File: src/rtl/imem_uart_loader_if.sv
// Byte stream from the UART receiver and the instruction-memory write port.
interface imem_uart_loader_if #(
    parameter int ADDR_W = 8
);
    logic              rx_valid;
    logic [7:0]        rx_data;
    logic              rx_err;
    logic              imem_we;
    logic [ADDR_W-1:0] imem_addr;
    logic [31:0]       imem_wdata;

    modport master (
        output rx_valid, rx_data, rx_err,
        input  imem_we, imem_addr, imem_wdata
    );

    modport slave (
        input  rx_valid, rx_data, rx_err,
        output imem_we, imem_addr, imem_wdata
    );
endinterface

File: src/rtl/imem_uart_loader.sv
// UART boot loader: frames A5|LEN|payload|XOR into instruction memory,
// holding the core in reset until a checksum-verified image has landed.
module imem_uart_loader #(
    parameter int ADDR_W      = 8,
    parameter int TIMEOUT_CYC = 100000
) (
    input  logic              clk,
    input  logic              rst_n,
    imem_uart_loader_if.slave bus,
    output logic              cpu_rst_n,
    output logic              busy,
    output logic              done,
    output logic              error
);
    localparam int          TW    = $clog2(TIMEOUT_CYC + 1);
    localparam logic [16:0] DEPTH = 17'(1) << ADDR_W;

    typedef enum logic [2:0] {
        IDLE, LEN0, LEN1, DATA, CHK, DONE, ERR
    } state_t;

    state_t        state, state_nxt;
    logic [15:0]   len;
    logic [15:0]   word_idx;
    logic [1:0]    byte_idx;
    logic [23:0]   shreg;
    logic [7:0]    csum;
    logic [TW-1:0] tmo_cnt;

    logic          byte_in;
    logic          is_sync;
    logic          tmo_hit;
    logic          abort;
    logic          last_byte;
    logic [15:0]   len_full;

    assign byte_in   = bus.rx_valid;
    assign is_sync   = byte_in && (bus.rx_data == 8'hA5);
    assign busy      = state inside {LEN0, LEN1, DATA, CHK};
    assign tmo_hit   = !byte_in && (tmo_cnt == TW'(TIMEOUT_CYC - 1));
    assign abort     = busy && (bus.rx_err || tmo_hit);
    assign len_full  = {bus.rx_data, len[7:0]};
    assign last_byte = (byte_idx == 2'd3) && (word_idx == len - 16'd1);

    assign done      = (state == DONE);
    assign error     = (state == ERR);
    assign cpu_rst_n = (state == DONE);

    always_ff @(posedge clk) begin
        if (!rst_n) state <= IDLE;
        else        state <= state_nxt;
    end

    always_comb begin
        state_nxt = state;
        unique case (state)
            IDLE, DONE, ERR: if (is_sync) state_nxt = LEN0;
            LEN0: if (byte_in) state_nxt = LEN1;
            LEN1: begin
                if (byte_in) begin
                    if (len_full == 16'd0)
                        state_nxt = CHK;
                    else if ({1'b0, len_full} > DEPTH)
                        state_nxt = ERR;
                    else
                        state_nxt = DATA;
                end
            end
            DATA: if (byte_in && last_byte) state_nxt = CHK;
            CHK: begin
                if (byte_in)
                    state_nxt = (bus.rx_data == csum) ? DONE : ERR;
            end
            default: state_nxt = IDLE;
        endcase
        // An abort discards whatever byte arrives alongside it.
        if (abort) state_nxt = ERR;
    end

    always_ff @(posedge clk) begin
        if (!rst_n) begin
            bus.imem_we    <= 1'b0;
            bus.imem_addr  <= '0;
            bus.imem_wdata <= '0;
            len            <= '0;
            word_idx       <= '0;
            byte_idx       <= '0;
            shreg          <= '0;
            csum           <= '0;
            tmo_cnt        <= '0;
        end else begin
            bus.imem_we <= 1'b0;
            tmo_cnt     <= (byte_in || !busy) ? '0 : tmo_cnt + 1'b1;
            if (byte_in && !abort) begin
                if ((state inside {IDLE, DONE, ERR}) && is_sync) begin
                    csum     <= '0;
                    word_idx <= '0;
                    byte_idx <= '0;
                end
                if (state == LEN0) len[7:0]  <= bus.rx_data;
                if (state == LEN1) len[15:8] <= bus.rx_data;
                if (state == DATA) begin
                    csum     <= csum ^ bus.rx_data;
                    byte_idx <= byte_idx + 2'd1;
                    shreg    <= {bus.rx_data, shreg[23:8]};
                    // Little-endian: the fourth byte lands in bits 31:24.
                    if (byte_idx == 2'd3) begin
                        bus.imem_we    <= 1'b1;
                        bus.imem_addr  <= word_idx[ADDR_W-1:0];
                        bus.imem_wdata <= {bus.rx_data, shreg};
                        word_idx       <= word_idx + 16'd1;
                    end
                end
            end
        end
    end
endmodule

File: src/flat_wrapper.sv
// flat-port wrapper written by rule: the top's interface ports become plain ports
module imem_uart_loader_flat 
#(
    parameter int ADDR_W      = 8,
    parameter int TIMEOUT_CYC = 100000
)
  (clk, rst_n, cpu_rst_n, busy, done, error, bus_rx_valid, bus_rx_data, bus_rx_err, bus_imem_we, bus_imem_addr, bus_imem_wdata);
  imem_uart_loader_if #(.ADDR_W(ADDR_W)) bus_i ();
  input  logic clk;
  input  logic rst_n;
  output logic cpu_rst_n;
  output logic busy;
  output logic done;
  output logic error;
  input wire logic [$bits(bus_i.rx_valid)-1:0] bus_rx_valid;
  input wire logic [$bits(bus_i.rx_data)-1:0] bus_rx_data;
  input wire logic [$bits(bus_i.rx_err)-1:0] bus_rx_err;
  output wire logic [$bits(bus_i.imem_we)-1:0] bus_imem_we;
  output wire logic [$bits(bus_i.imem_addr)-1:0] bus_imem_addr;
  output wire logic [$bits(bus_i.imem_wdata)-1:0] bus_imem_wdata;
  assign bus_i.rx_valid = bus_rx_valid;
  assign bus_i.rx_data = bus_rx_data;
  assign bus_i.rx_err = bus_rx_err;
  assign bus_imem_we = bus_i.imem_we;
  assign bus_imem_addr = bus_i.imem_addr;
  assign bus_imem_wdata = bus_i.imem_wdata;
  imem_uart_loader #(.ADDR_W(ADDR_W), .TIMEOUT_CYC(TIMEOUT_CYC)) u_core (.clk(clk), .rst_n(rst_n), .bus(bus_i), .cpu_rst_n(cpu_rst_n), .busy(busy), .done(done), .error(error));
endmodule
File: config.mk
export PLATFORM = sky130hd
export DESIGN_NAME = imem_uart_loader_flat
export DESIGN_NICKNAME = d
export VERILOG_FILES = /design/src/rtl/imem_uart_loader_if.sv /design/src/rtl/imem_uart_loader.sv /design/src/flat_wrapper.sv
export SDC_FILE = /design/constraint.sdc
export NUM_CORES = 1
export LEC_CHECK = 0
export BUFFER_PORTS_ARGS = -buffer_cell sky130_fd_sc_hd__buf_4
export CELL_PAD_IN_SITES_DETAIL_PLACEMENT = 1
export CELL_PAD_IN_SITES_GLOBAL_PLACEMENT = 2
export CORE_MARGIN = 3
export CORE_UTILIZATION = 32
export DETAILED_ROUTE_END_ITERATION = 7
export MAX_ROUTING_LAYER = met4
export PLACE_DENSITY = 0.75
export SLEW_MARGIN = 5
export SYNTH_ARGS = -nofsm -noshare
export SYNTH_HDL_FRONTEND = slang
export SYNTH_SLANG_ARGS = --single-unit
File: constraint.sdc
create_clock -name clk -period 2.2 [get_ports clk]
set_input_delay 0.11 -clock clk [delete_from_list [all_inputs] [get_ports clk]]
set_output_delay 0.11 -clock clk [all_outputs]
set_load 0.01 [all_outputs]
# Word level (Yosys, flattened, before mapping)

Cells that the tools add are included.

Word-level logic and storage cells: 86
Bits of input ports: 12
Bits in registers: 127

Mux-type cells: 18
Bitwise operators: 2
Equal/unequal tests: 21
Order comparisons: 1
$add $sub $neg: 4
Reduce and logical (&&, ||, !) cells: 28

Operator list:

| cell                                                                              | count |
|---|---|
| 16-bit two-way mux                                                                | 3 |
| 3-bit two-way mux                                                                 | 8 |
| 17-bit by 1-bit adder with 17-bit output (second input constant)                  | 1 |
| 17-bit == test (second input constant)                                            | 1 |
| 16-bit by 1-bit adder with 16-bit output (second input constant)                  | 1 |
| 16-bit == test                                                                    | 1 |
| 16-bit by 9-bit greater-than comparator with 1-bit output (second input constant) | 1 |
| 16-bit zero test                                                                  | 1 |
| 8-bit two-way mux                                                                 | 2 |
| 16-bit by 1-bit subtractor with 16-bit output (second input constant)             | 1 |
| 3-bit one-hot mux with 5 select lines                                             | 1 |
| 3-bit by 2-bit inequality test with 1-bit output (second input constant)          | 4 |
| 5-bit AND reduction                                                               | 2 |
| 3-bit == test (second input constant)                                             | 3 |
| 8-bit == test                                                                     | 1 |
| 8-bit == test (second input constant)                                             | 1 |
| 2-bit inequality test (second input constant)                                     | 4 |
| 2-bit AND reduction                                                               | 4 |
| 8-bit XOR                                                                         | 1 |
| 1-bit logical AND                                                                 | 7 |
| 3-bit by 2-bit == test with 1-bit output (second input constant)                  | 2 |
| 2-bit two-way mux                                                                 | 3 |
| 3-bit AND reduction                                                               | 2 |
| 4-bit nonzero test                                                                | 1 |
| 14 further kinds                                                                  | 18 |

# Logic depth before layout (Yosys ltp)

Gate-level depths: netlist (run 1).

Depth after elaboration: 7
Gate-level depth with buffers: 10
Depth with buffers taken out: 9

# Worst setup path before layout (run 1)

No wires, ideal clock.

Kind: register to register
Start: reg u_core.len[2]
End: reg u_core.state[1]
Path buffers: 2
Cell stages (with the launch flop): 9
Data arrival time: 2214 ps
Setup time: 127 ps
Slack: -141 ps
Data required time: 2073 ps
Cell sequence: dfxtp_1 buf_6 or4_4 buf_6 nor3_4 a31oi_1 or4_4 o41ai_2 a21oi_1

Word-level cells in the longest chain between the ends: 6

Ends and longest elaborated chain:

| element                                                    | RTL line                | RTL |
|---|---|---|
| from (decl)                                                | imem_uart_loader.sv:23  | `logic [15:0] len;` |
| from (signal assigned)                                     | imem_uart_loader.sv:100 | `if (state == LEN0) len[7:0] <= bus.rx_data;` |
| 16-bit by 1-bit subtractor with 16-bit output              | imem_uart_loader.sv:43  | `assign last_byte = (byte_idx == 2'd3) && (word_idx == len - 16'd1);` |
| 16-bit == test                                             | imem_uart_loader.sv:43  |  |
| 1-bit logical AND                                          | imem_uart_loader.sv:43  |  |
| 1-bit logical AND                                          | imem_uart_loader.sv:69  | `DATA: if (byte_in && last_byte) state_nxt = CHK;` |
| 3-bit by 2-bit inequality test with 1-bit output (no line) | -                       |  |
| 5-bit AND reduction (no line)                              | -                       |  |
| to (signal assigned)                                       | imem_uart_loader.sv:51  | `else state <= state_nxt;` |
| to (decl)                                                  | imem_uart_loader.sv:22  | `state_t state, state_nxt;` |

Several ways; a longest one is shown, not always the timed one. The select of a mux whose other input is x is not followed.
A chain may end at the register's enable or synchronous reset.

# Worst setup path in the final report (run 1)

Start: reg u_core.len[4]
End: reg u_core.state[1]

Same word-level chain as after synthesis.

==> metrics.cfg, run 1 <==
[worst_hold_path]
worstHoldStart=bus_rx_data[4]
min_delay_path_depth=3
hold_class=in2reg

[die]
rows=49
die_y_um=143
die_w_um=143
io-pin-count=57
die-area_mm2=0.0205
core-area_mm2=0.0182
start_util_pct=33.0

[grt]
grt_pass1_vias=5972
grt_max_degree=63
grt_pass1_wl_um=31200
antenna_found_initial=0
overflow=0
grt_use_total_pct=19.9

[route]
wirelength_um=19400
vias_per_cell=5.16
wl_per_cell_um=17.7
postRouteAntennaNets=0
firstDrtPassIters=4
first_iter_violations=246
num_vias=5640
drcViolationCount=0

[sta]
finalClockSkew_ps=12.3
fin_crit_ps=2360
setup_ws_ps=-161
worst_pin_slew_ps=611
setup_viol=3
rsz0062_at_grt=yes
slew-limit-headroom_pct=59.1
max_freq_ghz=0.424
fin_crit_sh_pct=107
drv_slew=0
final_hold_viol_count=0

[synthesis]
synth_cells=754
synthArstFlopShare_pct=0
syn-cell-area_mm2=0.00601
synth-main-ff-cell=dfxtp_1
ys_ff_latch=127
ys_warn_count=0
ys_top_cells_by_area=dfxtp_1 42%, nand2_1 10%, a21oi_1 7.1%
yosysTopAreaCellShare_pct=42.3
yosysTopAreaCell=dfxtp_1
ys_types=67
syn_avg_cell_area_um2=7.98
synth-edff-count=0
syn-num-nets=770
ys_seq_area_share_pct=42.3

[clock_tree]
htreeDepth=4
cts_tree=done
cts_buffers=17
cts_sinks=127
clock_path_buffers=2
cts-root-buf=clkbuf_16
clk_transition_reported_paths_ps=60
clock_latency_ps=420

[pwr]
internal-power_w=0.00494
peakVddDrop_v=0.000578
pwr-share-comb_pct=28.5
p_switching_w=0.00242
pwr_density_cell_mw_per_mm2=938
p_leak_nw=3.05
p_clk_share_pct=37.8
p_seq_share_pct=33.7
swShare_pct=32.9

[cells_and_area]
final_util_pct=43.1
stdcell_area_mm2=0.00785
diodes=0
synthToLayoutAreaGrowth_pct=30.5
nFillCells=2153
stdcell_count=1094
layout.nets=868
layout-drive-gt1-share_pct=24.9

[worst_setup_path]
worst_setup_path_end_kind=register
r2r-end=u_core.state[1]$_SDFFE_PN0P_
crit_end=u_core.state[1]$_SDFFE_PN0P_
path_class=reg2reg
crit_fanout=5
arrival_ps=2660
setup.worst_path.start=u_core.len[4]$_SDFFE_PN0P_
rr_worst_depth=6
r2r-start=u_core.len[4]$_SDFFE_PN0P_
worstSetupStartpointType=register
rrSetupSlack_ps=-160
required_ps=2500

[placed_design]
placed_cells=1058
dpl-instance-area_mm2=0.00705
dp_slack_ps=-241
hpwl_um=13700
gp_congestion=0.917
port_buffers=56

[run_status]
status=finished with violations
violations=negative setup slack

[run]
max-cap-violations=0

[sequential cells by signal, summed over array words and instances, names as in the netlist]
register	flops
u_core.word_idx	16
u_core.shreg	24
u_core.csum	8
u_core.len	16
u_core.tmo_cnt	17
u_core.byte_idx	2
u_core.bus.imem_we	1
u_core.state	3
u_core.bus.imem_wdata	32
u_core.bus.imem_addr	8
[through the flow]
step	setup TNS, ps	total power (W)	hold slack [ps]
final	-307	0.00736	12.8
after global routing	-505	0.00773	4.50
after CTS	-234	0.00739	1.38
after detailed placement	-1190	0.00445	443
after global placement	-146	0.00440	437
after floorplan	-248	0.00369	246
[layer usage]
metal  vias up  track usage (%)  routed length, um  part of all wire [%]
li1       2786                -                  -                     -
met1      2756             24.0               8850                    46
met2        75             32.8               9590                    49
met3        23             4.02                529                   2.7
met4         0             7.35                435                   2.2
met5         -                -                  0                     0
[synth_stat cells, drive strengths merged (2+ instances only)]
library cell  number
and4               2
and2               2
a21oi             85
inv               16
nand4              9
nand3             17
o2111ai            2
o31ai              2
nor4              14
a31oi              7
dfxtp            127
nand2b             4
o211ai             2
a211oi             6
o21ai             23
or3                5
xor2              21
nor3              21
or2                2
ha                 4
buf                9
nor2              64
a31o               8
mux2i             19
nor3b              3
nand2            162
a41o               2
or4                4
o211a              3
and3               8
clkbuf            46
xnor2             22
nor4b              9
a211o              2
a311oi             2
[cells by family (layout without fill, tap and decap cells)]
| family | count (synthesis) | count (layout) | share of synthesized area, % |
|---|---|---|---|
| fa+ha+maj | 5 | 5 | 0.999 |
| flops | 127 | 127 | 42.3 |
| mux | 20 | 20 | 3.35 |
| xor+xnor | 43 | 43 | 6.39 |
| simple gates | 331 | 331 | 25.6 |
| compound gates | 156 | 156 | 15.7 |
| buf+inv | 72 | 183 | 5.70 |
[worst max-delay path, cell delays in order (launching register included)]
cell and delay [ps]:
dfxtp_2 340, or4_4 610, nor4_2 280, nor3_1 110
or4_4 470, o41ai_4 320, a21oi_1 100
[placed cells by master (no fill, tap or decap), drive strengths merged, types with 17 or more instances in the layout]
cell,count
nor3,21
buf,133
nand2,162
a21oi,85
inv,22
xor2,21
dfxtp,127
nand3,17
nor2,64
mux2i,19
xnor2,22
o21ai,23
clkbuf,19
[final cells by class]
type                            count  area [um2]  area share, %
Inverter                           16        60.1          0.765
Clock inverter                     14         151           1.93
Multi-Input combinational cell    555        3280           41.8
Tap cell                          229         287           3.65
Clock buffer                       18         429           5.47
Sequential cell                   127        2550           32.5
Timing Repair Buffer              135        1090           13.9
[what timing repair did]
action	CTS	global route
hold buffers	1	0
endpoints found under the hold margin	2	0
setup buffers	0	2
setup endpoints to repair	35	88
pin swaps	16	3
cloned	0	1
gates resized for setup	28	10
[worst min-delay path by stage]
stage               slack, ps                                      to
detailed placement        440  u_core.bus.imem_wdata[30]$_SDFFE_PN0P_
CTS                         1  u_core.bus.imem_wdata[28]$_SDFFE_PN0P_
finish                     10  u_core.bus.imem_wdata[28]$_SDFFE_PN0P_
global route                4  u_core.bus.imem_wdata[28]$_SDFFE_PN0P_
floorplan                 250           u_core.shreg[19]$_SDFFE_PN0P_
global placement          440  u_core.bus.imem_wdata[30]$_SDFFE_PN0P_
[power by group through the flow]
stage                     Clock (W)  Sequential, W  Combinational [W]
after floorplan                   0        0.00248            0.00121
after global placement            0        0.00252            0.00188
after detailed placement          0        0.00252            0.00192
after CTS                   0.00284        0.00248            0.00208
after global routing        0.00297        0.00249            0.00228
final                       0.00278        0.00248            0.00210
No activity file was read; power rests on OpenSTA's default activity.
==> run 2: changes to the inputs <==
--- a/config.mk
+++ b/config.mk
@@ -13,6 +13,7 @@
 export DETAILED_ROUTE_END_ITERATION = 7
 export MAX_ROUTING_LAYER = met4
 export PLACE_DENSITY = 0.75
+export REMOVE_ABC_BUFFERS = 1
 export SLEW_MARGIN = 5
 export SYNTH_ARGS = -nofsm -noshare
 export SYNTH_HDL_FRONTEND = slang
==> metrics.cfg, run 2 (same netlist as run 1, synthesis figures left out) <==
[run_status]
status=finished with violations  ; unchanged
violations=negative setup slack  ; unchanged

[worst_setup_path]
required_ps=2500  ; about the same
worstSetupStartpointType=register  ; unchanged
path_class=reg2reg  ; unchanged
worst_setup_path_end_kind=register  ; unchanged
crit_fanout=5  ; unchanged
arrival_ps=2650  ; was 2660 ps

[die]
die_w_um=143  ; unchanged
die-area_mm2=0.0205  ; unchanged
core-area_mm2=0.0182  ; unchanged
start_util_pct=33.0  ; unchanged
io-pin-count=57  ; unchanged
rows=49  ; unchanged
die_y_um=143  ; unchanged

[route]
first_iter_violations=289  ; was 246
drcViolationCount=0  ; unchanged
postRouteAntennaNets=0  ; unchanged
num_vias=5713  ; was 5,640
firstDrtPassIters=5  ; was 4
wl_per_cell_um=17.8  ; was 17.7 um
wirelength_um=19400  ; about the same
vias_per_cell=5.24  ; was 5.16

[pwr]
internal-power_w=0.00488  ; was 0.00494 W
p_switching_w=0.00236  ; was 0.00242 W
pwr_density_cell_mw_per_mm2=931  ; was 938 mW/mm2
pwr-share-comb_pct=28.2  ; was 28.5%
p_clk_share_pct=37.6  ; was 37.8%
p_seq_share_pct=34.1  ; was 33.7%
peakVddDrop_v=0.000396  ; was 0.000578 V
p_leak_nw=3.02  ; was 3.05 nW
p_total_w=0.00723  ; was 0.00736 W
swShare_pct=32.6  ; was 32.9%

[clock_tree]
cts_buffers=17  ; unchanged
cts_tree=done  ; unchanged
htreeDepth=4  ; unchanged
clock_path_buffers=2  ; unchanged
cts_sinks=127  ; unchanged
cts-root-buf=clkbuf_16  ; unchanged
clock_latency_ps=420  ; about the same
clk_transition_reported_paths_ps=60  ; about the same

[grt]
grt_use_total_pct=19.9  ; about the same
met3_usage_pct=4.29  ; was 4.02%
met2_usage_pct=31.9  ; was 32.8%
grt_pass1_vias=5834  ; was 5,972
gr-usage-met1_pct=25.7  ; was 24.0%
overflow=0  ; unchanged
grt_pass1_wl_um=31000  ; was 31,200 um
antenna_found_initial=0  ; unchanged
grt-busiest-layer=met2  ; unchanged
grt_max_degree=60  ; was 63

[cells_and_area]
diodes=0  ; unchanged
layout.nets=865  ; was 868
synthToLayoutAreaGrowth_pct=29.3  ; was 30.5%
largest_register_ffs=32  ; unchanged
nFillCells=2154  ; was 2,153
top_register=u_core.bus.imem_wdata  ; unchanged
stdcell_count=1091  ; was 1,094
reg_top3=u_core.bus.imem_wdata x32, u_core.shreg x24, u_core.tmo_cnt x17  ; unchanged
mostFrequentLayoutCell=nand2_1  ; unchanged
final_cell_mix=161 x nand2_1, 124 x buf_4, 123 x dfxtp_1  ; was 161 x nand2_1, 126 x buf_4, 123 x dfxtp_1
layout-drive-gt1-share_pct=24.6  ; was 24.9%

[placed_design]
placed_cells=1057  ; was 1,058
port_buffers=56  ; unchanged
hpwl_um=13900  ; was 13,700 um
gp_congestion=0.855  ; was 0.917

[sta]
slew-limit-headroom_pct=62.8  ; was 59.1%
setup_ws_ps=-157  ; was -161 ps
drv_slew=0  ; unchanged
rsz0062_at_grt=yes  ; unchanged
fin_crit_ps=2360  ; about the same
setup_viol=3  ; unchanged
fin_crit_sh_pct=107  ; about the same
finalClockSkew_ps=11.1  ; was 12.3 ps
fin_setup_tns_ps=-322  ; was -307 ps
worst_pin_slew_ps=544  ; was 611 ps
final_hold_viol_count=0  ; unchanged
max_freq_ghz=0.424  ; about the same

[run]
max-cap-violations=0  ; unchanged

[worst_hold_path]
hold_class=in2reg  ; unchanged

## run 2: cell count changes in the layout (fill, tap and decap cells not counted), sizes merged
cell,delta
buf,-2
clkbuf,-1
clkinv,-2
clkinvlp,+1
inv,+1
## run 2: area by class of cell
type	count	area (um2)	share of cell area, %
Tap cell	229	287	3.69
Multi-Input combinational cell	555	3240	41.7
Inverter	16	60.1	0.773
Clock buffer	18	429	5.52
Clock inverter	14	129	1.66
Sequential cell	127	2550	32.8
Timing Repair Buffer	132	1080	13.9
## run 2: metal layers
layer / up-vias / part of all wire [%]
li1: 2778 / -
met1: 2835 / 48
met2: 87 / 48
met3: 13 / 3.0
met4: 0 / 1.1
met5: - / 0
## run 2: timing repair
item                                    CTS  global route
pin swaps                                 8             3
hold endpoints to repair                  1             0
hold buffers                              1             0
setup buffers                             0             1
endpoints found under the setup margin   31            52
gates resized for setup                  13            14
## run 2: final timing paths
path	start	end	slack (ps)	depth (start not counted)
worst min register to register	u_core.bus.imem_addr[2]$_SDFFE_PN0P_	u_core.bus.imem_addr[2]$_SDFFE_PN0P_	450	2
worst min-delay path	bus_rx_data[0]	u_core.shreg[16]$_SDFFE_PN0P_	20	3
worst max-delay path	u_core.len[3]$_SDFFE_PN0P_	u_core.state[1]$_SDFFE_PN0P_	-160	6
worst max register to register	u_core.len[3]$_SDFFE_PN0P_	u_core.state[1]$_SDFFE_PN0P_	-160	6
## run 2: critical path: stages, from the launching register on
cell and delay [ps]:
dfxtp_2 340, or4_4 590, nor3_4 140, a31oi_1 130, or4_4 580, o41ai_2 320
a21oi_1 120
## run 2: power by group through the flow
stage	Clock (W)	Sequential [W]	Combinational [W]
2_1_floorplan	0	0.00253	0.00107
3_3_place_gp	0	0.00251	0.00192
3_5_place_dp	0	0.00251	0.00197
4_1_cts	0.00278	0.00246	0.00201
5_1_grt	0.00289	0.00248	0.00223
6_report	0.00272	0.00247	0.00204
## run 2: per-stage QoR
stage          setup slack [ps]  utilization (%)  cell area [um2]  hold WS [ps]
2_1_floorplan             -2380                -             5730           226
3_3_place_gp               -141             39.0             7090           435
3_5_place_dp               -213             39.0             7090           445
4_1_cts                    -132             42.3             7700          3.53
5_1_grt                    -237             42.7             7770          30.1
6_report                   -157             42.7             7770          18.1
==> run 3: changes to the inputs <==
--- a/config.mk
+++ b/config.mk
@@ -8,13 +8,13 @@
 export BUFFER_PORTS_ARGS = -buffer_cell sky130_fd_sc_hd__buf_4
 export CELL_PAD_IN_SITES_DETAIL_PLACEMENT = 1
 export CELL_PAD_IN_SITES_GLOBAL_PLACEMENT = 2
+export CORE_ASPECT_RATIO = 0.8
 export CORE_MARGIN = 3
 export CORE_UTILIZATION = 32
 export DETAILED_ROUTE_END_ITERATION = 7
-export MAX_ROUTING_LAYER = met4
 export PLACE_DENSITY = 0.75
 export REMOVE_ABC_BUFFERS = 1
-export SLEW_MARGIN = 5
+export SLEW_MARGIN = 10
 export SYNTH_ARGS = -nofsm -noshare
 export SYNTH_HDL_FRONTEND = slang
 export SYNTH_SLANG_ARGS = --single-unit
==> metrics.cfg, run 3 (same netlist as run 1, synthesis figures left out) <==
[die]
rows=44  ; was 49
die_w_um=159  ; was 143 um
io-pin-count=57  ; unchanged
die-area_mm2=0.0205  ; about the same
core-area_mm2=0.0183  ; was 0.0182 mm2
start_util_pct=32.9  ; was 33.0%
die_y_um=129  ; was 143 um

[route]
firstDrtPassIters=4  ; was 5
first_iter_violations=253  ; was 289
vias_per_cell=5.10  ; was 5.24
num_vias=5708  ; was 5,713
postRouteAntennaNets=0  ; unchanged
wirelength_um=19400  ; about the same
drcViolationCount=0  ; unchanged
wl_per_cell_um=17.3  ; was 17.8 um

[clock_tree]
clk_transition_reported_paths_ps=60  ; about the same
cts_sinks=127  ; unchanged
cts_buffers=17  ; unchanged
cts_tree=done  ; unchanged
clock_latency_ps=430  ; was 420 ps
clock_path_buffers=2  ; unchanged
htreeDepth=4  ; unchanged
cts-root-buf=clkbuf_16  ; unchanged

[cells_and_area]
diodes=0  ; unchanged
final_cell_mix=161 x nand2_1, 125 x buf_4, 124 x dfxtp_1  ; was 161 x nand2_1, 124 x buf_4, 123 x dfxtp_1
final_util_pct=43.7  ; was 42.7%
top_register=u_core.bus.imem_wdata  ; unchanged
nFillCells=2184  ; was 2,154
mostFrequentLayoutCell=nand2_1  ; unchanged
layout-drive-gt1-share_pct=25.9  ; was 24.6%
layout.nets=869  ; was 865
largest_register_ffs=32  ; unchanged
reg_top3=u_core.bus.imem_wdata x32, u_core.shreg x24, u_core.tmo_cnt x17  ; unchanged
stdcell_area_mm2=0.00799  ; was 0.00777 mm2
synthToLayoutAreaGrowth_pct=32.9  ; was 29.3%

[placed_design]
port_buffers=56  ; unchanged
gp_congestion=0.919  ; was 0.855
dpl-instance-area_mm2=0.00705  ; was 0.00709 mm2
hpwl_um=13500  ; was 13,900 um

[grt]
grt_max_degree=47  ; was 60
grt_pass1_vias=5945  ; was 5,834
grt_use_total_pct=19.1  ; was 19.9%
antenna_found_initial=0  ; unchanged
overflow=0  ; unchanged
grt_pass1_wl_um=31300  ; was 31,000 um

[worst_setup_path]
arrival_ps=2630  ; was 2650 ps
r2r-start=u_core.len[6]$_SDFFE_PN0P_  ; was u_core.len[3]$_SDFFE_PN0P_
required_ps=2510  ; was 2500 ps
worst_setup_path_end_kind=register  ; unchanged
crit_fanout=4  ; was 5
worstSetupStartpointType=register  ; unchanged
r2r-end=u_core.state[1]$_SDFFE_PN0P_  ; unchanged
rrSetupSlack_ps=-120  ; was -160 ps
path_class=reg2reg  ; unchanged
rr_worst_depth=7  ; was 6

[sta]
fin_setup_tns_ps=-224  ; was -322 ps
rsz0062_at_grt=yes  ; unchanged
max_freq_ghz=0.432  ; was 0.424 GHz
slew-limit-headroom_pct=69.4  ; was 62.8%
drv_slew=0  ; unchanged
fin_crit_ps=2320  ; was 2360 ps
setup_viol=3  ; unchanged
fin_crit_sh_pct=105  ; was 107%
worst_pin_slew_ps=456  ; was 544 ps
final_hold_viol_count=0  ; unchanged
setup_ws_ps=-116  ; was -157 ps
finalClockSkew_ps=9.25  ; was 11.1 ps

[worst_hold_path]
hold_class=in2reg  ; unchanged
worstHoldStart=bus_rx_data[4]  ; was bus_rx_data[0]
min_delay_path_depth=3  ; unchanged
hold_path_end=u_core.len[4]$_SDFFE_PN0P_  ; was u_core.shreg[16]$_SDFFE_PN0P_

[pwr]
pwr_density_cell_mw_per_mm2=956  ; was 931 mW/mm2
peakVddDrop_v=0.000439  ; was 0.000396 V
p_leak_nw=3.10  ; was 3.02 nW

[run]
max-cap-violations=0  ; unchanged

[run_status]
violations=negative setup slack  ; unchanged
status=finished with violations  ; unchanged

run 3: cell types whose count changed in the layout (fill, tap and decap cells not counted), sizes merged:
cell,change
clkinvlp,-2
bufinv,+1
clkinv,-3
inv,+3
clkbuf,+2
dlygate4sd3,+3
run 3: report_power, final:
| group | internal, W | leakage (nW) | switching [W] |
|---|---|---|---|
| Clock | 0.00178 | 0.306 | 0.00122 |
| Combinational | 0.000972 | 1.77 | 0.00119 |
| Sequential | 0.00237 | 1.03 | 0.0000980 |
run 3: worst max-delay path by stage:
stage	from	endpoint	depth (start not counted)
floorplan	u_core.state[1]$_SDFFE_PN0P_	u_core.word_idx[6]$_SDFFE_PN0P_	6
global placement	u_core.len[0]$_SDFFE_PN0P_	u_core.state[0]$_SDFFE_PP0P_	9
detailed placement	u_core.len[0]$_SDFFE_PN0P_	u_core.state[0]$_SDFFE_PP0P_	8
CTS	u_core.len[0]$_SDFFE_PN0P_	u_core.state[1]$_SDFFE_PN0P_	9
global route	u_core.len[6]$_SDFFE_PN0P_	u_core.state[1]$_SDFFE_PN0P_	7
finish	u_core.len[6]$_SDFFE_PN0P_	u_core.state[1]$_SDFFE_PN0P_	7
run 3: layout make-up:
class,instances,area [um2],area share [%]
Clock buffer,19,453,5.67
Clock inverter,13,164,2.05
Inverter,16,60.1,0.752
Multi-Input combinational cell,555,3350,41.9
Sequential cell,127,2550,31.9
Tap cell,253,317,3.96
Timing Repair Buffer,136,1100,13.8
run 3: critical path: stages, from the launching register on:
cell	delay [ps]
dfxtp_1	380
nor4_4	320
nand4_1	190
or4_1	540
o31a_2	140
and2_4	190
o41ai_2	330
a21oi_1	100
run 3: layer usage:
| layer | routed length [um] | global-route usage (%) | vias to the layer above |
|---|---|---|---|
| met5 | 0 | 0 | - |
| met4 | 254 | 6.64 | 0 |
| met3 | 975 | 3.51 | 21 |
| met2 | 9050 | 31.5 | 96 |
| met1 | 9130 | 25.4 | 2793 |
| li1 | - | - | 2798 |
run 3: per-stage QoR:
stage	instances	setup WS, ps	power [W]	hold slack, ps
4_1_cts	1115	-185	0.00757	23.0
2_1_floorplan	698	-2380	0.00360	226
3_3_place_gp	1078	-127	0.00438	413
6_report	1119	-116	0.00764	52.6
5_1_grt	1119	-193	0.00803	74.4
3_5_place_dp	1078	-213	0.00440	419
run 3: what timing repair did:
item	in CTS	in global routing
cloned	0	1
hold buffers	4	0
buffers inserted	1	3
setup endpoints to repair	6	60
resized for setup	20	30
hold endpoints to repair	4	0
pin swaps	9	8
